===== src/rtl/mem_st_buf_pkg.sv =====
// Shared memory-op encoding and store-buffer entry layout for the Mem stages.
package mem_st_buf_pkg;

  localparam int MEM_ST  = 4;
  localparam int MEM_W   = 3;
  localparam int MEM_H   = 2;
  localparam int MEM_B   = 1;
  localparam int MEM_SGN = 0;

  localparam int ST_AW = 32;
  localparam int ST_DW = 32;

  typedef struct packed {
    logic [ST_AW-3:0] addr;
    logic [ST_DW-1:0] data;
    logic [3:0]       strb;
  } StBufEntry;

  function automatic logic isOneHot3(input logic [2:0] v);
    return (v == 3'b001) || (v == 3'b010) || (v == 3'b100);
  endfunction

endpackage


===== src/rtl/mem_st_buf_st_align.sv =====
// Combinational store aligner: replicates store data into word lanes and
// derives byte strobes plus a misalignment flag for legal store ops.
module st_align
  import mem_st_buf_pkg::*;
(
  input  logic [4:0]  op,
  input  logic [1:0]  addrLo,
  input  logic [31:0] data,
  output logic [31:0] alData,
  output logic [3:0]  alStrb,
  output logic        legal,
  output logic        misalign
);

  logic unusedSgn_s;
  logic rawMisalign_s;

  assign unusedSgn_s = op[MEM_SGN];
  assign legal       = op[MEM_ST] & isOneHot3(op[MEM_W:MEM_B]);
  assign misalign    = legal & rawMisalign_s;

  // Lane replication and strobe generation by access size
  always_comb begin
    alData        = data;
    alStrb        = 4'b0000;
    rawMisalign_s = 1'b0;
    if (op[MEM_B]) begin
      alData = {4{data[7:0]}};
      alStrb = 4'b0001 << addrLo;
    end else if (op[MEM_H]) begin
      alData        = {2{data[15:0]}};
      alStrb        = addrLo[1] ? 4'b1100 : 4'b0011;
      rawMisalign_s = addrLo[0];
    end else if (op[MEM_W]) begin
      alData        = data;
      alStrb        = 4'b1111;
      rawMisalign_s = (addrLo != 2'b00);
    end else begin
      alStrb        = 4'b0000;
    end
  end

endmodule


===== src/rtl/mem_st_buf.sv =====
// In-order store buffer between Mem1 and the dcache write port, with
// word-granular load hazard detection against pending entries.
module mem_st_buf
  import mem_st_buf_pkg::*;
#(
  parameter int DEPTH = 4,
  parameter int AW    = 32,
  parameter int DW    = 32
) (
  input  logic                     clk,
  input  logic                     rst_n,
  input  logic                     i_st_valid,
  output logic                     o_st_ready,
  input  logic [4:0]               i_st_op,
  input  logic [AW-1:0]            i_st_addr,
  input  logic [DW-1:0]            i_st_data,
  output logic                     o_misalign,
  output logic                     o_dc_valid,
  input  logic                     i_dc_ready,
  output logic [AW-1:0]            o_dc_addr,
  output logic [DW-1:0]            o_dc_data,
  output logic [3:0]               o_dc_strb,
  input  logic                     i_ld_valid,
  input  logic [AW-1:0]            i_ld_addr,
  output logic                     o_ld_hazard,
  output logic [$clog2(DEPTH):0]   o_count,
  output logic                     o_empty
);

  localparam int PW = $clog2(DEPTH);
  localparam int CW = PW + 1;

  logic [DW-1:0] alData_s;
  logic [3:0]    alStrb_s;
  logic          legal_s;
  logic          misal_s;
  logic          accept_s;
  logic          enq_s;
  logic          deq_s;
  logic          full_s;
  logic          hazard_s;
  logic [1:0]    unusedLdLo_s;

  logic [PW-1:0]    wrPtr_r;
  logic [PW-1:0]    rdPtr_r;
  logic [CW-1:0]    count_r;
  logic             misalign_r;
  logic [DEPTH-1:0] valid_r;
  StBufEntry        mem_r [DEPTH];

  st_align uAlign (
    .op       (i_st_op),
    .addrLo   (i_st_addr[1:0]),
    .data     (i_st_data),
    .alData   (alData_s),
    .alStrb   (alStrb_s),
    .legal    (legal_s),
    .misalign (misal_s)
  );

  // Ready depends only on registered occupancy, never on i_dc_ready
  assign full_s   = (count_r == CW'(DEPTH));
  assign accept_s = i_st_valid & ~full_s & legal_s;
  assign enq_s    = accept_s & ~misal_s;
  assign deq_s    = valid_r[rdPtr_r] & i_dc_ready;

  assign unusedLdLo_s = i_ld_addr[1:0];

  // FIFO storage, pointers, occupancy and misalign pulse
  always_ff @(posedge clk or negedge rst_n) begin
    if (!rst_n) begin
      wrPtr_r    <= '0;
      rdPtr_r    <= '0;
      count_r    <= '0;
      misalign_r <= 1'b0;
      valid_r    <= '0;
      for (int i = 0; i < DEPTH; i++) begin
        mem_r[i] <= '0;
      end
    end else begin
      misalign_r <= accept_s & misal_s;
      if (deq_s) begin
        valid_r[rdPtr_r] <= 1'b0;
        rdPtr_r          <= rdPtr_r + PW'(1);
      end
      if (enq_s) begin
        mem_r[wrPtr_r].addr <= i_st_addr[AW-1:2];
        mem_r[wrPtr_r].data <= alData_s;
        mem_r[wrPtr_r].strb <= alStrb_s;
        valid_r[wrPtr_r]    <= 1'b1;
        wrPtr_r             <= wrPtr_r + PW'(1);
      end
      case ({enq_s, deq_s})
        2'b10:   count_r <= count_r + CW'(1);
        2'b01:   count_r <= count_r - CW'(1);
        default: count_r <= count_r;
      endcase
    end
  end

  // Word-address match of the load probe against every pending entry
  always_comb begin
    hazard_s = 1'b0;
    for (int i = 0; i < DEPTH; i++) begin
      if (valid_r[i] && (mem_r[i].addr == i_ld_addr[AW-1:2])) begin
        hazard_s = 1'b1;
      end else begin
        hazard_s = hazard_s;
      end
    end
  end

  assign o_ld_hazard = i_ld_valid & hazard_s;
  assign o_st_ready  = ~full_s;
  assign o_misalign  = misalign_r;
  assign o_dc_valid  = valid_r[rdPtr_r];
  assign o_dc_addr   = {mem_r[rdPtr_r].addr, 2'b00};
  assign o_dc_data   = mem_r[rdPtr_r].data;
  assign o_dc_strb   = mem_r[rdPtr_r].strb;
  assign o_count     = count_r;
  assign o_empty     = (count_r == CW'(0));

endmodule


===== config.mk =====
export PLATFORM = sky130hd
export DESIGN_NAME = mem_st_buf
export DESIGN_NICKNAME = d
export VERILOG_FILES = /design/src/rtl/mem_st_buf_pkg.sv /design/src/rtl/mem_st_buf_st_align.sv /design/src/rtl/mem_st_buf.sv
export SDC_FILE = /design/constraint.sdc
export NUM_CORES = 1
export LEC_CHECK = 0
export ABC_AREA = 0
export CAP_MARGIN = 25
export CORE_ASPECT_RATIO = 0.6
export CORE_MARGIN = 4
export CORE_UTILIZATION = 50
export DETAILED_ROUTE_END_ITERATION = 8
export PLACE_DENSITY = 0.77
export SKIP_LAST_GASP = 1
export SYNTH_ARGS = -nofsm -noshare
export SYNTH_HDL_FRONTEND = slang
export SYNTH_SLANG_ARGS = --single-unit

===== constraint.sdc =====
create_clock -name clk -period 2.2 [get_ports clk]
set_input_delay 0.33 -clock clk [delete_from_list [all_inputs] [get_ports clk]]
set_output_delay 0.33 -clock clk [all_outputs]
set_load 0.01 [all_outputs]

==> flow_summary_export.csv <==
group,metric,value,unit
status,status,"finished, violations left",
status,failed_checks,"negative setup slack",
global_route,gr-total-overflow,0,
floorplan,dieArea,0.0305,mm²
synth,synthCells,1074,
synth,synth_compound_area_share,5.27,%
detailed_routing,ant_nets,0,
detailed_routing,remaining_drc_errors,0,
detailed_routing,wl_met3,3360,µm
final_layout,utilization,70.6,%
floorplan,die_w,223,µm
pwr,p_clk_share,16.8,%
final_layout,syn2layout_area_growth,36.9,%
timing,finalSetupTns,-17.19,ns
floorplan,rows,46,
synth,synth_seq_cells,276,
detailed_routing,dr.pass1.iters,5,
setup_path,path_cells,"xnor2_4 -> nand4_1 -> nor4_4 -> nand4_1 -> a41oi_2 -> buf_2",
hold_path,hold_class,"input port to async pin",
placed_design,place_congestion,0.922,
floorplan,io_pins,182,
synth,synth_area,0.0138,mm²
timing,setup_slack,-0.549,ns
pwr,comb_power_share,50.4,%
timing,clock.fmax,364,MHz
detailed_routing,routed.top_layer,"met5",
setup_path,cp-end-kind,"primary output",
synth,synth_top_family_by_area,"multiplexers",
global_route,grt_util_all_layers,27.2,%
setup_path,cp_common_cell,"nand4_1",
clocking,htree_levels,1,
clocking,clk_latency,0.54,ns
pwr,p_int,18.0,mW
clocking,cts_buffer_depth,3,
synth,synth_top_cell_by_area,"dfrtp_1",
synth,yosysWarnings,0,
timing,min_period,2.75,ns
detailed_routing,viasPerCell,5.65,
global_route,antenna_found_initial,5,
timing,fin_crit_sh,125,%
synth,muxShareOfSynthArea,26.5,%
clocking,cts_num_sinks,276,
timing,rsz0062_at_grt,"true",
timing,hold_viol_final,0,
floorplan,start_util,51.6,%
timing,slew_headroom,62.7,%
pwr,vdd.ir_drop.worst,0.822,mV
synth,synthSimpleGateAreaFrac,6.12,%
final_layout,final_cells,1796,
setup_path,slowest_delay,0.44,ns
pwr,power.switching,9.00,mW
floorplan,core_area,0.0268,mm²
detailed_routing,wl_met1,19400,µm
synth,ys_types,33,
synth,netlist.area_leader.share,49.9,%
global_route,grt_pass1_wl,64100,µm
final_layout,drive_above_1_share,39.1,%
setup_path,arrival,2.42,ns
job,maxCapViolCount,0,
clocking,cts-root-buf,"clkbuf_16",
setup_path,startpoint_type,"flop",
timing,setup_viol,68,
detailed_routing,drt_iter0_markers,942,
setup_path,slowest_stage,"dfrtp_1",
pwr,power_density,1430,mW/mm²
setup_path,crit_type,"flop to primary output",
floorplan,die_h,137,µm
global_route,grt_max_degree,72,
detailed_routing,wl,41300,µm
detailed_routing,met2_length,17800,µm
placed_design,dp_cells,1704,
timing,finalMaxSlewViolations,0,
placed_design,dp_hpwl,28000,µm
final_layout,finalInstanceArea,0.0189,mm²
clocking,cts_tree,"done",
detailed_routing,vias,10200,
final_layout,nets,1533,
synth,synthAdderAreaFrac,0.959,%
timing,worst_slew_pin_slew,0.558,ns
pwr,netSwitchingFraction,33.3,%
pwr,total_leakage_power,8.83,nW
detailed_routing,drt-wirelength-per-cell,23.0,µm
synth,syn_avg_cell_area,12.9,µm²
placed_design,io_buffers,176,
synth,synth-xor-area-share,7.92,%
clocking,path_clk_slew,0.07,ns
timing,finClkSkew,0.00938,ns
setup_path,crit_fanout,2,
pwr,p_seq_share,32.8,%
clocking,cts_buffers,26,
global_route,grt_pass1_vias,10600,
setup_path,critPathRequiredTime,1.87,ns
pwr,fin_total_pwr,27.0,mW
synth,ys_seq_area_share,49.9,%
synth,synth_area_leaders,"dfrtp_1 50%, mux4_2 11%, mux2_2 8.2%, mux2_4 5.2%, xnor2_1 5.0%",
placed_design,dpl_cell_area,0.0172,mm²
## what timing repair did
item                                    in CTS  in global routing
cloned                                       7                  0
endpoints found under the setup margin      70                 70
pin swaps                                    9                  4
gates resized for setup                    344                 76
setup buffers                               30                 15
endpoints found under the hold margin       48                  0
hold buffers                                 1                  0
## power by group through the flow
stage	clock network, mW	registers, mW	logic, mW
CTS	4.58	8.80	12.9
detailed placement	0	8.84	11.5
global placement	0	8.74	11.3
finish	4.53	8.87	13.6
floorplan	0	8.44	6.07
global route	4.81	9.11	14.5
## final cells by class
cell class                      count  area, µm²
Multi-Input combinational cell    708       6580
Tap cell                          360        450
Sequential cell                   276       6910
Timing Repair Buffer              395       4100
Antenna cell                        1       2.50
Clock buffer                       43        836
Fill cell                        1852       7890
Clock inverter                      3       15.0
Inverter                           10       37.5
## logic make-up after synthesis
logic type | count (synthesis)
xor+xnor | 125
other cells | 1
mux | 245
buf+inv | 91
fa+ha+maj | 10
flops | 276
compound gates | 136
simple gates | 190
## layer usage
layer | GRT usage, % | up-vias
li1 | - | 4511
met1 | 41.9 | 5236
met2 | 39.7 | 336
met3 | 7.25 | 64
met4 | 4.34 | 8
met5 | 0 | -
## final timing paths
path / from / to / slack (ns) / cells past startpoint
worst max-delay path: mem_r[115] / o_ld_hazard / -0.55 / 6
worst min-delay path: rst_n / mem_r[256] / 0.32 / 2
worst max register to register: rdPtr_r[0] / o_count[2] / -0.01 / 9
worst min register to register: mem_r[21] / mem_r[21] / 0.48 / 2
max in group asynchronous: rst_n / rdPtr_r[0] / 1.11 / 3
min in group clk: mem_r[21] / mem_r[21] / 0.48 / 2
## cells in the final DEF (no fill, tap or decap), drive strengths merged, types with 10 or more instances in the layout
cell,netlist,routed
a21oi,13,13
buf,37,285
clkbuf,44,45
clkdlybuf4s50,0,106
dfrtp,276,276
inv,10,10
mux2,153,153
mux2i,25,25
mux4,67,67
nand2,130,130
nand4,24,24
nor2,13,13
nor4,16,16
o21ai,115,115
xnor2,79,79
xor2,46,46
## through the flow
step                      hold slack [ns]  worst slack, ns
after floorplan                    0.0344          -0.0179
after global placement              0.284            -1.25
after CTS                           0.317           -0.537
final                               0.320           -0.549
after global routing                0.358           -0.657
after detailed placement            0.291            -1.16
## cells in the mapped netlist
cell / number
dfrtp_1: 276
nand2_1: 130
o21ai_0: 115
mux2_2: 101
xnor2_1: 79
mux4_2: 67
mux2_4: 48
xor2_1: 46
clkbuf_1: 44
mux2i_1: 25
nand4_1: 24
nor4_1: 16
nor2_1: 13
a21oi_1: 12
buf_2: 12
buf_6: 12
buf_1: 11
inv_1: 10
ha_1: 9
mux2_1: 4
o211ai_2: 4
a31oi_1: 3
buf_4: 2
nand2b_1: 2
a21oi_4: 1
a41oi_1: 1
and2_1: 1
conb_1: 1
fa_1: 1
nand3b_1: 1
nor3_1: 1
nor4b_2: 1
or4b_4: 1
## flip-flops by register name, indices dropped and copies added, names as in the netlist
name and count:
o_misalign 1, valid_r 4, rdPtr_r 2, mem_r 264, wrPtr_r 2, o_count 3
## worst max-delay path: cells and delay by family, from the launching register on
family | cells | cell delay [ns]
and+or+nand+nor | 3 | 0.89
xor gates and xnor gates | 1 | 0.24
DFF | 1 | 0.44
AOI/OAI and AO/OA | 1 | 0.16
buffers and inverters | 1 | 0.16
Note: power is estimated with default switching activity, not from simulation.
